`config.mk`:
```
export PLATFORM = sky130hd
export DESIGN_NAME = int_ack_responder_flat
export DESIGN_NICKNAME = d
export VERILOG_FILES = /design/src/rtl/int_ack_responder_if.sv /design/src/rtl/int_ack_responder.sv /design/src/flat_wrapper.sv
export SDC_FILE = /design/constraint.sdc
export NUM_CORES = 1
export LEC_CHECK = 0
export ABC_AREA = 1
export CORE_MARGIN = 4
export CORE_UTILIZATION = 40
export CTS_CLUSTER_DIAMETER = 100
export CTS_CLUSTER_SIZE = 28
export DETAILED_ROUTE_END_ITERATION = 8
export PLACE_DENSITY = 0.62
export RECOVER_POWER = 50
export SLEW_MARGIN = 20
export SYNTH_ARGS = -nofsm -noshare
export SYNTH_HDL_FRONTEND = slang
export SYNTH_SLANG_ARGS = --single-unit
```
`constraint.sdc`:
```
create_clock -name clk -period 2.2 [get_ports clk]
set_input_delay 0.66 -clock clk [delete_from_list [all_inputs] [get_ports clk]]
set_output_delay 0.66 -clock clk [all_outputs]
set_load 0.01 [all_outputs]
```
`src/rtl/int_ack_responder_if.sv`:
```
// Peripheral bus bundle between the 68000-side master and the IACK responder.
// Carries both the register-window accesses and the interrupt-acknowledge cycles.
interface int_ack_responder_if;
  logic        as;
  logic [2:0]  fc;
  logic [7:0]  addr;
  logic        rw;
  logic        uds;
  logic        lds;
  logic        sel;
  logic [15:0] data_write;
  logic [2:0]  ipl_n;
  logic [15:0] data_read;
  logic        ack;
  logic        vpa;
  logic [6:0]  int_clear;

  modport master (
    output as, fc, addr, rw, uds, lds, sel, data_write, ipl_n,
    input  data_read, ack, vpa, int_clear
  );

  modport slave (
    input  as, fc, addr, rw, uds, lds, sel, data_write, ipl_n,
    output data_read, ack, vpa, int_clear
  );
endinterface

```
`src/rtl/int_ack_responder.sv`:
```
// Answers 68000 IACK cycles with an autovector request or a programmable vector,
// and serves a small register window for vector programming and status.
module int_ack_responder #(
  parameter logic [7:0] SPURIOUS_VECTOR = 8'd24,
  parameter logic [6:0] AUTOVEC_RESET   = 7'h7F
) (
  input  logic              clk,
  input  logic              reset,
  int_ack_responder_if.slave bus
);

  typedef enum logic [1:0] {
    IDLE    = 2'd0,
    DECODE  = 2'd1,
    RELEASE = 2'd2
  } state_t;

  state_t      state_q, state_d;
  logic [6:0]  idx_q, idx_d;
  logic        iack_q, iack_d;
  logic        rw_q, rw_d;
  logic        lds_q, lds_d;
  logic [7:0]  wdata_q, wdata_d;
  logic [2:0]  ipl_n_q, ipl_n_d;

  logic [7:0]  vec_q [7];
  logic [7:0]  vec_d [7];
  logic [6:0]  autovec_q, autovec_d;
  logic [7:0]  spur_cnt_q, spur_cnt_d;
  logic [2:0]  last_level_q, last_level_d;

  logic        ack_q, ack_d;
  logic        vpa_q, vpa_d;
  logic [15:0] data_read_q, data_read_d;
  logic [6:0]  int_clear_q, int_clear_d;

  logic [7:0]  reg_rdata_s;
  logic [2:0]  iack_level_s;
  logic [2:0]  req_level_s;

  assign iack_level_s = idx_q[2:0];
  assign req_level_s  = ~ipl_n_q;

  // Register-window read mux.
  always_comb begin
    reg_rdata_s = 8'd0;
    if (idx_q < 7'd7) begin
      reg_rdata_s = vec_q[idx_q[2:0]];
    end else begin
      case (idx_q)
        7'd7:    reg_rdata_s = {1'b0, autovec_q};
        7'd8:    reg_rdata_s = spur_cnt_q;
        7'd9:    reg_rdata_s = {5'd0, last_level_q};
        default: reg_rdata_s = 8'd0;
      endcase
    end
  end

  // Next-state, register updates and one-cycle responses.
  always_comb begin
    state_d      = state_q;
    idx_d        = idx_q;
    iack_d       = iack_q;
    rw_d         = rw_q;
    lds_d        = lds_q;
    wdata_d      = wdata_q;
    ipl_n_d      = ipl_n_q;
    vec_d        = vec_q;
    autovec_d    = autovec_q;
    spur_cnt_d   = spur_cnt_q;
    last_level_d = last_level_q;
    ack_d        = 1'b0;
    vpa_d        = 1'b0;
    data_read_d  = 16'd0;
    int_clear_d  = 7'd0;

    case (state_q)
      IDLE: begin
        if (bus.as && ((bus.fc == 3'b111) || bus.sel)) begin
          idx_d   = bus.addr[7:1];
          iack_d  = (bus.fc == 3'b111);
          rw_d    = bus.rw;
          lds_d   = bus.lds;
          wdata_d = bus.data_write[7:0];
          ipl_n_d = bus.ipl_n;
          state_d = DECODE;
        end else begin
          state_d = IDLE;
        end
      end

      DECODE: begin
        state_d = RELEASE;
        if (iack_q) begin
          if ((iack_level_s == 3'd0) || (iack_level_s != req_level_s)) begin
            ack_d       = 1'b1;
            data_read_d = {8'd0, SPURIOUS_VECTOR};
            if (spur_cnt_q != 8'hFF) begin
              spur_cnt_d = spur_cnt_q + 8'd1;
            end else begin
              spur_cnt_d = spur_cnt_q;
            end
          end else begin
            int_clear_d  = 7'(7'd1 << (iack_level_s - 3'd1));
            last_level_d = iack_level_s;
            if (autovec_q[iack_level_s - 3'd1]) begin
              vpa_d = 1'b1;
            end else begin
              ack_d       = 1'b1;
              data_read_d = {8'd0, vec_q[iack_level_s - 3'd1]};
            end
          end
        end else begin
          ack_d = 1'b1;
          if (rw_q) begin
            data_read_d = {8'd0, (lds_q ? reg_rdata_s : 8'd0)};
          end else if (lds_q) begin
            // Writes to read-only or unmapped indices are acked but discarded.
            if (idx_q < 7'd7) begin
              vec_d[idx_q[2:0]] = wdata_q;
            end else begin
              case (idx_q)
                7'd7:    autovec_d  = wdata_q[6:0];
                7'd8:    spur_cnt_d = 8'd0;
                default: spur_cnt_d = spur_cnt_q;
              endcase
            end
          end else begin
            data_read_d = 16'd0;
          end
        end
      end

      RELEASE: begin
        if (!bus.as) begin
          state_d = IDLE;
        end else begin
          state_d = RELEASE;
        end
      end

      default: state_d = RELEASE;
    endcase
  end

  // State and register file; reset parks in RELEASE so an in-flight cycle is skipped.
  always_ff @(posedge clk) begin
    if (reset) begin
      state_q      <= RELEASE;
      idx_q        <= 7'd0;
      iack_q       <= 1'b0;
      rw_q         <= 1'b0;
      lds_q        <= 1'b0;
      wdata_q      <= 8'd0;
      ipl_n_q      <= 3'b111;
      for (int i = 0; i < 7; i++) begin
        vec_q[i] <= 8'h41 + 8'(i);
      end
      autovec_q    <= AUTOVEC_RESET;
      spur_cnt_q   <= 8'd0;
      last_level_q <= 3'd0;
      ack_q        <= 1'b0;
      vpa_q        <= 1'b0;
      data_read_q  <= 16'd0;
      int_clear_q  <= 7'd0;
    end else begin
      state_q      <= state_d;
      idx_q        <= idx_d;
      iack_q       <= iack_d;
      rw_q         <= rw_d;
      lds_q        <= lds_d;
      wdata_q      <= wdata_d;
      ipl_n_q      <= ipl_n_d;
      vec_q        <= vec_d;
      autovec_q    <= autovec_d;
      spur_cnt_q   <= spur_cnt_d;
      last_level_q <= last_level_d;
      ack_q        <= ack_d;
      vpa_q        <= vpa_d;
      data_read_q  <= data_read_d;
      int_clear_q  <= int_clear_d;
    end
  end

  assign bus.ack       = ack_q;
  assign bus.vpa       = vpa_q;
  assign bus.data_read = data_read_q;
  assign bus.int_clear = int_clear_q;

endmodule

```
`src/flat_wrapper.sv`:
```
// flat-port wrapper written by rule: the top's interface ports become plain ports
module int_ack_responder_flat 
#(
  parameter logic [7:0] SPURIOUS_VECTOR = 8'd24,
  parameter logic [6:0] AUTOVEC_RESET   = 7'h7F
)
  (clk, reset, bus_as, bus_fc, bus_addr, bus_rw, bus_uds, bus_lds, bus_sel, bus_data_write, bus_ipl_n, bus_data_read, bus_ack, bus_vpa, bus_int_clear);
  int_ack_responder_if bus_i ();
  input  logic clk;
  input  logic reset;
  input wire logic [$bits(bus_i.as)-1:0] bus_as;
  input wire logic [$bits(bus_i.fc)-1:0] bus_fc;
  input wire logic [$bits(bus_i.addr)-1:0] bus_addr;
  input wire logic [$bits(bus_i.rw)-1:0] bus_rw;
  input wire logic [$bits(bus_i.uds)-1:0] bus_uds;
  input wire logic [$bits(bus_i.lds)-1:0] bus_lds;
  input wire logic [$bits(bus_i.sel)-1:0] bus_sel;
  input wire logic [$bits(bus_i.data_write)-1:0] bus_data_write;
  input wire logic [$bits(bus_i.ipl_n)-1:0] bus_ipl_n;
  output wire logic [$bits(bus_i.data_read)-1:0] bus_data_read;
  output wire logic [$bits(bus_i.ack)-1:0] bus_ack;
  output wire logic [$bits(bus_i.vpa)-1:0] bus_vpa;
  output wire logic [$bits(bus_i.int_clear)-1:0] bus_int_clear;
  assign bus_i.as = bus_as;
  assign bus_i.fc = bus_fc;
  assign bus_i.addr = bus_addr;
  assign bus_i.rw = bus_rw;
  assign bus_i.uds = bus_uds;
  assign bus_i.lds = bus_lds;
  assign bus_i.sel = bus_sel;
  assign bus_i.data_write = bus_data_write;
  assign bus_i.ipl_n = bus_ipl_n;
  assign bus_data_read = bus_i.data_read;
  assign bus_ack = bus_i.ack;
  assign bus_vpa = bus_i.vpa;
  assign bus_int_clear = bus_i.int_clear;
  int_ack_responder #(.SPURIOUS_VECTOR(SPURIOUS_VECTOR), .AUTOVEC_RESET(AUTOVEC_RESET)) u_core (.clk(clk), .reset(reset), .bus(bus_i));
endmodule
```
==> flow_summary.json, run 1 <==
{
  "clockRootBuffer": "clkbuf_16",
  "grt_max_degree": 87,
  "post-route-drc-count": 0,
  "track_usage_pct": 20.1,
  "fillers": 1545,
  "end_kind": "flop",
  "utilization_pct": 48.9,
  "required_ns": 2.52,
  "min_period_over_period_pct": 91.4,
  "clkLatencyLatePin_ns": 0.42,
  "period_needed_ns": 2.01,
  "cts_sinks": 114,
  "layoutNonFillerInstCount": 1191,
  "area_growth_pct": 20.4,
  "layout.nets": 1037,
  "io_buffers": 43,
  "rows": 45,
  "fmax_ghz": 0.497,
  "dieArea_sq_um": 17400,
  "maxCapViolations": 0,
  "min-delay-start": "u_core.idx_q[6]$_SDFFE_PP0P_",
  "crit_fanout": 9,
  "setup_viol": 0,
  "viasPerCell": 5.01,
  "dp_hpwl_mm": 11.6,
  "slew_violations": 0,
  "num_vias": 5965,
  "timing.rr.start": "u_core.idx_q[0]$_SDFFE_PP0P_",
  "wl_per_cell_um": 14.4,
  "rsz0062_at_grt": "false",
  "ant_nets": 0,
  "crit_type": "flop to flop",
  "drt_iter0_drc": 596,
  "hp-class": "flop to flop",
  "place_congestion": 0.887,
  "drive_gt1_share_pct": 8.08,
  "max_slew_margin_pct": 59.0,
  "tightest_slew_ns": 0.615,
  "wl_mm": 17.2,
  "ys_warn_count": 0,
  "final.setup.tns_ns": 0,
  "fin_skew_ns": 0.00977,
  "syn_area_sq_um": 6150,
  "clk_pin_slew_ns": 0.05,
  "placed_cells": 1160,
  "die_h_um": 132,
  "cts-buffers-inserted": 17,
  "dieWidth_um": 132,
  "cts_tree": "built",
  "antenna_found_initial": 0,
  "overflow": 0,
  "p_leak_nw": 3.37,
  "synth_seq_area_share_pct": 37.1,
  "insertedDiodeCount": 0,
  "ys_seq_elements": 114,
  "holdBufCountCts": 0,
  "status": "finished, final reports clean",
  "power_density_nw_per_um2": 767,
  "worst_ep_arrival_time_ns": 2.33,
  "grt_pass1_vias": 5338,
  "ir_drop_mv": 0.540,
  "syn_area_per_cell_sq_um": 6.45,
  "firstDrtPassIters": 5,
  "crit_path_start_kind": "flop",
  "finalHoldViolCount": 0,
  "io_pins": 62,
  "fp.coreArea_sq_um": 15100,
  "start_util_pct": 40.6,
  "htree_levels": 4,
  "yosys.cell_types.count": 37,
  "syn_inst": 953,
  "grt_first_pass_wirelength_mm": 28.2,
  "worstSetupStartpoint": "u_core.idx_q[0]$_SDFFE_PP0P_",
  "clockBufferDepth": 2
}
flip-flops by register name (all words and copies together), names as in the netlist:
name / count
u_core.idx_q: 7
u_core.bus.int_clear: 7
u_core.ipl_n_q: 3
u_core.autovec_q: 7
u_core.state_q: 2
u_core.bus.ack: 1
u_core.vec_q: 56
u_core.last_level_q: 3
u_core.spur_cnt_q: 8
u_core.rw_q: 1
u_core.bus.vpa: 1
u_core.iack_q: 1
u_core.wdata_q: 8
u_core.lds_q: 1
u_core.bus.data_read: 8
critical path, stage by stage (launching register included):
cell and delay, ns:
dfxtp_2 0.45, inv_2 0.08, ha_1 0.35, clkinvlp_4 0.23
nand3_1 0.15, nand3_1 0.13, nand2_2 0.20, nand3_1 0.10
a21oi_1 0.23
worst paths after layout:
path | slack (ns) | end | cells past startpoint
max reg2reg | 0.19 | u_core.bus.data_read[5]$_SDFF_PP0_ | 8
max | 0.19 | u_core.bus.data_read[5]$_SDFF_PP0_ | 8
min | 0.47 | u_core.idx_q[6]$_SDFFE_PP0P_ | 2
min reg2reg | 0.47 | u_core.idx_q[6]$_SDFFE_PP0P_ | 2
cells in the final DEF (no fill, tap or decap), drive strengths merged:
master and n:
conb 8, o21ai 83, nand4 10, buf 29, clkdlybuf4s50 40, nor2 134, clkbuf 24, clkinv 2
ha 8, a21oi 33, bufinv 5, nor3b 1, xor2 3, clkinvlp 4, xnor2 3, nand3b 2
inv 101, a31o 1, dlygate4sd3 3, nand2 293, o211ai 33, a31oi 1, dfxtp 114, nand3 53
nor4 1, nor3 13, a21boi 1
timing repair:
action	in CTS	in global routing
endpoints found under the setup margin	6	6
hold endpoints to repair	0	0
setup buffers	0	1
resized for setup	1	1
where the power goes:
group | switching, mW | total, mW | internal (mW)
Clock | 0.965 | 3.01 | 2.05
Sequential | 0.0404 | 2.13 | 2.09
Combinational | 0.341 | 0.532 | 0.191
Total | 1.35 | 5.67 | 4.33
routing by layer:
layer	wire length, um	global-route usage (%)	vias to the layer above
li1	-	-	3078
met2	7330	30.5	165
met3	930	4.12	32
met1	8560	28.4	2690
met4	381	7.18	0
met5	0	0	-
synth_stat cells (all sizes together):
cell type | count | area [sq um]
nand2 | 293 | 1110
nor2 | 134 | 523
dfxtp | 114 | 2280
inv | 101 | 382
o21ai | 83 | 415
nand3 | 53 | 293
buf | 43 | 270
a21oi | 33 | 165
o211ai | 33 | 248
clkbuf | 20 | 75.1
nor3 | 13 | 70.1
nand4 | 10 | 62.6
ha | 8 | 100
xnor2 | 3 | 33.8
xor2 | 3 | 45.1
nand3b | 2 | 15.0
a21boi | 1 | 7.51
a31o | 1 | 8.76
a31oi | 1 | 6.26
clkinv | 1 | 3.75
conb | 1 | 3.75
nor3b | 1 | 7.51
nor4 | 1 | 21.3
stage by stage:
stage          hold WS [ns]  total power [mW]  setup slack, ns  cell area (sq um)
4_1_cts               0.470              5.70           0.0838               7410
6_report              0.471              5.67            0.189               7400
2_1_floorplan         0.444              2.51            0.156               6170
3_5_place_dp          0.461              2.69          -0.0429               6770
3_3_place_gp          0.459              2.69          -0.0305               6770
5_1_grt               0.499              5.88           0.0191               7400
area by class of cell:
type / count / area (sq um) / share of cell area, %
Timing Repair Buffer: 76 / 702 / 9.48
Multi-Input combinational cell: 681 / 3150 / 42.6
Clock inverter: 10 / 183 / 2.47
Sequential cell: 114 / 2280 / 30.9
Tap cell: 188 / 235 / 3.18
Inverter: 102 / 389 / 5.26
Clock buffer: 20 / 457 / 6.17
kinds of logic (layout without fill, tap and decap cells):
group,after synthesis,count (layout),synth area share [%]
AO/OA/AOI/OAI,152,152,13.8
adder cells (fa/ha/maj),8,8,1.63
XOR/XNOR,6,6,1.28
buffers and inverters,165,208,11.9
flip-flops,114,114,37.1
other,1,8,0.0610
AND/OR/NAND/NOR,507,507,34.2
Power figures use the tool's default switching activity.
==> inputs of run 2 (changes only) <==
--- a/config.mk
+++ b/config.mk
@@ -7,11 +7,12 @@
 export LEC_CHECK = 0
 export ABC_AREA = 1
 export CORE_MARGIN = 4
-export CORE_UTILIZATION = 40
+export CORE_UTILIZATION = 35
 export CTS_CLUSTER_DIAMETER = 100
 export CTS_CLUSTER_SIZE = 28
 export DETAILED_ROUTE_END_ITERATION = 8
-export PLACE_DENSITY = 0.62
+export HOLD_SLACK_MARGIN = 0.03
+export PLACE_DENSITY = 0.55
 export RECOVER_POWER = 50
 export SLEW_MARGIN = 20
 export SYNTH_ARGS = -nofsm -noshare
==> flow_summary.json, run 2 (synthesis gave the netlist of run 1 again) <==
{
  "status": "finished, final reports clean",
  "crit_path_start_kind": "flop",
  "setup_slack_ns": 0.184,
  "dieArea_sq_um": 19700,
  "crit_type": "flop to flop",
  "insertedDiodeCount": 0,
  "layout_commonest_cell": "nand2_1",
  "post-route-drc-count": 0,
  "clkLatencyLatePin_ns": 0.43,
  "clockRootBuffer": "clkbuf_16",
  "viasPerCell": 4.85,
  "drt_iter0_drc": 464,
  "overflow": 0,
  "fp.coreArea_sq_um": 17200,
  "max_slew_margin_pct": 65.5,
  "area_growth_pct": 21.2,
  "htree_levels": 4,
  "period_needed_ns": 2.02,
  "cts_sinks": 114,
  "layout.nets": 1040,
  "io_buffers": 43,
  "die_h_um": 141,
  "dieWidth_um": 141,
  "dp_hpwl_mm": 12.5,
  "fillers": 1829,
  "hp-class": "flop to flop",
  "pre_cts_ws_ns": -0.0467,
  "crit_fanout": 7,
  "grt_pass1_vias": 5601,
  "wl_mm": 18.3,
  "setup_viol": 0,
  "drive_gt1_share_pct": 8.04,
  "io_pins": 62,
  "rows": 48,
  "cts_tree": "built",
  "tightest_slew_ns": 0.517,
  "utilization_pct": 43.2,
  "fmax_ghz": 0.496,
  "place_congestion": 0.854,
  "ir_drop_mv": 0.569,
  "wl_per_cell_um": 14.8,
  "required_ns": 2.57,
  "min_period_over_period_pct": 91.6,
  "layoutNonFillerInstCount": 1233,
  "largest_reg_flops": 56,
  "multi_input_area_sq_um": 3160,
  "slew_violations": 0,
  "fin_skew_ns": 0.00920,
  "grt_first_pass_wirelength_mm": 29.7,
  "clockBufferDepth": 2,
  "start_util_pct": 35.7,
  "maxCapViolations": 0,
  "cts-buffers-inserted": 17,
  "final.setup.tns_ns": 0,
  "placed_cells": 1201,
  "grt_max_degree": 51,
  "layout_common_cells": "nand2_1, nor2_1, dfxtp_1",
  "top_register": "u_core.vec_q",
  "seq_area_sq_um": 2280,
  "p_leak_nw": 3.38,
  "firstDrtPassIters": 5,
  "end_kind": "flop",
  "worst_ep_arrival_time_ns": 2.38,
  "ant_nets": 0,
  "track_usage_pct": 19.1,
  "clk_pin_slew_ns": 0.06,
  "total_power_mw": 5.66,
  "antenna_found_initial": 0,
  "finalHoldViolCount": 0,
  "num_vias": 5979,
  "rsz0062_at_grt": "false",
  "power_density_nw_per_um2": 760
}
-- run 2: cell count changes in the layout (fill, tap and decap cells not counted), moves of 2 or more --
| cell | change |
|---|---|
| clkbuf_1 | +3 |
| inv_6 | +2 |
| nor2_2 | -2 |
| nor2_4 | +2 |
-- run 2: stage by stage --
stage	hold WS, ns	cell area [sq um]
CTS	0.470	7490
finish	0.474	7450
global route	0.498	7450
global placement	0.456	6850
detailed placement	0.461	6850
floorplan	0.444	6170
-- run 2: area by class of cell --
| class | instances | share of cell area (%) |
|---|---|---|
| clock buffers | 20 | 6.13 |
| clock inverters | 12 | 2.40 |
| inverters | 102 | 5.23 |
| multi-input cells | 681 | 42.4 |
| flip-flops and latches | 114 | 30.7 |
| well taps | 225 | 3.78 |
| repair buffers | 79 | 9.41 |
-- run 2: worst paths after layout --
kind                                     start                           end  slack (ns)  cells past startpoint
setup / recovery  u_core.idx_q[4]$_SDFFE_PP0P_  u_core.vec_q[8]$_SDFFE_PP0P_        0.18                      9
hold / removal    u_core.state_q[0]$_SDFF_PP0_  u_core.state_q[0]$_SDFF_PP0_        0.47                      1
setup reg to reg  u_core.idx_q[4]$_SDFFE_PP0P_  u_core.vec_q[8]$_SDFFE_PP0P_        0.18                      9
hold reg to reg   u_core.state_q[0]$_SDFF_PP0_  u_core.state_q[0]$_SDFF_PP0_        0.47                      1
-- run 2: metal layers --
metal / up-vias / GRT usage (%) / routed length, um
li1: 3088 / - / -
met1: 2689 / 27.2 / 9200
met2: 168 / 27.9 / 7650
met3: 34 / 4.20 / 992
met4: 0 / 7.45 / 450
met5: - / 0 / 0
-- run 2: what timing repair did --
action	4_1_cts	5_1_grt
resized for setup	1	3
hold buffers	0	0
setup buffers	0	0
gates cloned	0	0
hold endpoints to repair	0	0
setup endpoints to repair	6	10
-- run 2: critical path, cell delays in order (launching register included) --
cell	delay, ns
dfxtp_1	0.34
nor2_1	0.11
nand2_1	0.14
nor2_2	0.19
nand2_1	0.15
buf_4	0.20
nor2_1	0.33
clkbuf_2	0.29
o21ai_0	0.11
nor2_1	0.09
-- run 2: power breakdown --
group	internal (mW)	switching, mW
Clock	1.96	1.04
Sequential	2.09	0.0382
Combinational	0.193	0.349
==> edit 1: new RTL, config.mk and constraints of run 2 <==
Reset style: asynchronous (`reset`), changed in one clocked block.
--- a/src/rtl/int_ack_responder.sv
+++ b/src/rtl/int_ack_responder.sv
@@ -145,5 +145,5 @@
 
   // State and register file; reset parks in RELEASE so an in-flight cycle is skipped.
-  always_ff @(posedge clk) begin
+  always_ff @(posedge clk or posedge reset) begin
     if (reset) begin
       state_q      <= RELEASE;
Check against the original RTL: differs if reset is asserted again (counterexample within 4 cycles, from zero or initial values and one cycle with reset high); with reset held inactive, the same outputs for 4 cycles.
==> edit 1 against run 2 <==
Via count decreased by 9.5%; area after synthesis is 3.0% higher; routed wire length shrank 6.0%; final area is 2.7% higher; worst setup slack better by 0.080 ns; die area is 2.9% higher; sequential cell count unchanged; critical endpoint is now u_core.bus.data_read[5].
Power is not compared: it rests on default switching activity, and its combinational part moved more than twofold at a synthesized area within 25%.
==> edit 1: results (changes against run 2) <==
.. list-table::
   :header-rows: 1

   * - Metric
     - Value
   * - Run status
     - complete, no violations (unchanged)
   * - Last weighted congestion value of the routability-driven placer
     - 0.8897 (was 0.8538)
   * - Fraction of registers with async set/reset
     - 100.0% (was 0%)
   * - Endpoint of the lowest-slack register-to-register path
     - u_core.bus.data_read[5] (was u_core.vec_q[8])
   * - GR Util met2
     - 26.43% (was 27.90%)
   * - Summed area of non-filler cells in the final layout
     - 7647 µm² (was 7447 µm²)
   * - Biggest fanout along the worst timing path
     - 38 (was 7)
   * - Post-Place Cell Area
     - 7116 µm² (was 6848 µm²)
   * - Area of all sequential standard cells
     - 2892 µm² (was 2283 µm²)
   * - Via Count
     - 5409 (was 5979)
   * - Count of clock-net buffers in the final layout
     - 23 (was 20)
   * - Count of distinct cell types in the synthesized netlist
     - 35 (was 37)
   * - R2R Setup Slk
     - 0.26 ns (was 0.18 ns)
   * - WHS
     - 0.4733 ns (was 0.4740 ns)
   * - Global Route met1 Usage
     - 25.47% (was 27.24%)
   * - Mapped Avg Cell Area
     - 7.657 µm² (was 6.449 µm²)
   * - Share of cells above drive strength 1
     - 14.48% (was 8.036%)
   * - Number of multi-input combinational cells in the layout
     - 606 (was 681)
   * - Filler cell count
     - 1799 (was 1829)
   * - GRT Total Usage
     - 17.59% (was 19.06%)
   * - Largest delay share family, worst path
     - buffers and inverters (was simple AND/OR/NAND/NOR gates)
   * - Startpoint of the worst setup timing path
     - u_core.idx_q[0] (was u_core.idx_q[4])
   * - Met3 wirelength from detailed routing
     - 783 µm (was 992 µm)
   * - Detailed-route wire length on metal 1
     - 8.338 mm (was 9.197 mm)
   * - CP max-delay cell
     - dfrtp_2 (was dfxtp_1)
-- edit 1: cell types whose count changed after synthesis, moves of 10 or more --
cell	delta
o21ai_0	-24
buf_2	-11
a21oi_1	-23
nand2_1	+30
dfxtp_1	-114
o21ai_1	+50
nor3_1	-10
o211ai_1	-21
dfrtp_1	+84
inv_1	-30
nor2_1	-82
dfstp_2	+30
o21ai_2	+11
-- edit 1: kinds of logic (layout without fill, tap and decap cells) --
| family | count (synthesis) | count (layout) | share of synthesized area, % |
|---|---|---|---|
| AO/OA/AOI/OAI | 146 | 146 | 12.80 |
| XOR/XNOR | 4 | 4 | 0.5532 |
| adder cells (fa/ha/maj) | 7 | 7 | 1.383 |
| buffers and inverters | 114 | 178 | 8.595 |
| flip-flops | 114 | 114 | 45.64 |
| other | 1 | 8 | 0.05922 |
| AND/OR/NAND/NOR | 441 | 441 | 30.96 |
==> edit 2: new RTL, config.mk and constraints of run 2 <==
Made on the original files. `SPURIOUS_VECTOR` is set to 8'd24 in 2 places; all go to 8'd16.
--- a/src/rtl/int_ack_responder.sv
+++ b/src/rtl/int_ack_responder.sv
@@ -2,5 +2,5 @@
 // and serves a small register window for vector programming and status.
 module int_ack_responder #(
-  parameter logic [7:0] SPURIOUS_VECTOR = 8'd24,
+  parameter logic [7:0] SPURIOUS_VECTOR = 8'd16,
   parameter logic [6:0] AUTOVEC_RESET   = 7'h7F
 ) (
--- a/src/flat_wrapper.sv
+++ b/src/flat_wrapper.sv
@@ -2,5 +2,5 @@
 module int_ack_responder_flat 
 #(
-  parameter logic [7:0] SPURIOUS_VECTOR = 8'd24,
+  parameter logic [7:0] SPURIOUS_VECTOR = 8'd16,
   parameter logic [6:0] AUTOVEC_RESET   = 7'h7F
 )
Behaviour: not the same (a bounded check fails within 4 cycles, from zero or initial values and one cycle with reset high).
==> edit 2 against run 2 <==
Critical path depth down 1; final area down 0.20%; largest power group unchanged; routed wire length shrank 4.6%; utilization is 0.24 points lower; critical path type unchanged; area after synthesis rose by 0.59%; clock power up 4%; total power rose by 2.0%; combinational power down 2%; sequential cell count stayed put; final cell count fell by 1.1%; count of clock-buffer cells in the layout shrank 2; worst setup slack got worse by 0.0083 ns.
==> edit 2: results (changes against run 2) <==
.. list-table::
   :header-rows: 1

   * - Metric
     - Value
   * - Run status
     - complete, no violations (unchanged)
   * - Count of non-filler cells in the finished layout
     - 1219 (was 1233)
   * - Count of distinct cell types in the synthesized netlist
     - 38 (was 37)
   * - Data arrival time of the critical path
     - 2.35 ns (was 2.38 ns)
   * - Deepest level of the CTS H-tree
     - 4 (unchanged)
   * - Max incr delay on CP
     - 0.39 ns (was 0.34 ns)
   * - Last weighted congestion value of the routability-driven placer
     - 0.8733 (was 0.8538)
   * - Met3 usage
     - 4.138% (was 4.199%)
   * - Biggest fanout along the worst timing path
     - 10 (was 7)
   * - Global-route wire length before repair
     - 28.39 mm (was 29.73 mm)
   * - Sequential cell area fraction in the yosys report
     - 36.92% (was 37.13%)
   * - WL/cell
     - 14.32 µm (was 14.84 µm)
   * - Starting DRC count in detailed routing
     - 501 (was 464)
   * - Share of cells above drive strength 1
     - 7.847% (was 8.036%)
   * - Register share of total power
     - 36.8% (was 37.5%)
   * - Vias in the first global route
     - 5327 (was 5601)
   * - Post-Place Cell Area
     - 6795 µm² (was 6848 µm²)
   * - Pin count of the biggest net entering global routing
     - 91 (was 51)
   * - Via Count
     - 5816 (was 5979)
   * - Number of post-CTS setup repair buffers
     - 0 (unchanged)
   * - GRT Total Usage
     - 18.09% (was 19.06%)
   * - Peak supply drop
     - 0.0006157 V (was 0.0005693 V)
   * - GR Util met2
     - 26.64% (was 27.90%)
   * - Most instantiated cells after synthesis
     - 286 x nand2_1, 126 x nor2_1, 114 x dfxtp_1 (was 290 x nand2_1, 128 x nor2_1, 114 x dfxtp_1)
   * - Pleak
     - 3.327 nW (was 3.379 nW)
   * - Ant. Diodes
     - 0 (unchanged)
   * - Global Route met1 Usage
     - 26.46% (was 27.24%)
   * - Mapped Cells
     - 949 (was 953)
   * - Least-Margin Pin Slew
     - 0.6301 ns (was 0.5171 ns)
   * - R2R cell count
     - 8 (was 9)
   * - Filler cell count
     - 1863 (was 1829)
   * - Number of antenna violations at the first check in global routing
     - 0 (unchanged)
   * - Post-route clock skew
     - 0.01636 ns (was 0.009199 ns)
   * - Post-CTS Resized
     - 0 (was 1)
   * - Switching share of power
     - 25.03% (was 25.19%)
   * - # nets final
     - 1026 (was 1040)
edit 2: cell count changes after synthesis, sizes merged, moves of 2 or more:
cell	before	now
buf	43	45
clkbuf	20	18
clkinv	1	3
inv	101	98
nand2	293	289
o211ai	33	35
edit 2: final timing paths:
check | startpoint | endpoint | slack [ns]
worst max register to register | u_core.idx_q[0] | u_core.bus.data_read[7] | 0.18
worst max-delay path | u_core.idx_q[0] | u_core.bus.data_read[7] | 0.18
worst min-delay path | u_core.state_q[0] | u_core.state_q[0] | 0.47
worst min register to register | u_core.state_q[0] | u_core.state_q[0] | 0.47
edit 2: layer usage:
layer	share of wire (%)	routed length [µm]	vias up
li1	-	-	3061
met1	52	9130	2615
met2	42	7317	123
met3	4.2	740	17
met4	1.5	262	0
met5	0	0	-
edit 2: final cells by class:
cell class	count	area [µm²]	area share (%)
Sequential cell	114	2282	30.71
Inverter	101	382.9	5.152
Tap cell	225	281.5	3.788
Timing Repair Buffer	69	644.4	8.670
Multi-Input combinational cell	678	3174	42.71
Clock inverter	14	227.7	3.064
Clock buffer	18	439.2	5.909
edit 2: stage by stage:
step	total power [mW]	worst slack [ns]	hold slack, ns	util, %
finish	5.777	0.1755	0.4724	42.97
global placement	2.702	0.1647	0.4591	39.29
CTS	5.832	0.2264	0.4717	43.14
detailed placement	2.702	0.1444	0.4631	39.29
floorplan	2.509	0.1600	0.4441	-
global route	5.999	0.02249	0.4949	42.97
edit 2: cells by family after synthesis:
kind of cell    count (synthesis)  synth area share, %
fa+ha+maj                       8                1.619
compound gates                153                13.92
flops                         114                36.92
buf+inv                       164                12.00
xor+xnor                        6                1.275
simple gates                  503                34.20
other cells                     1              0.06066
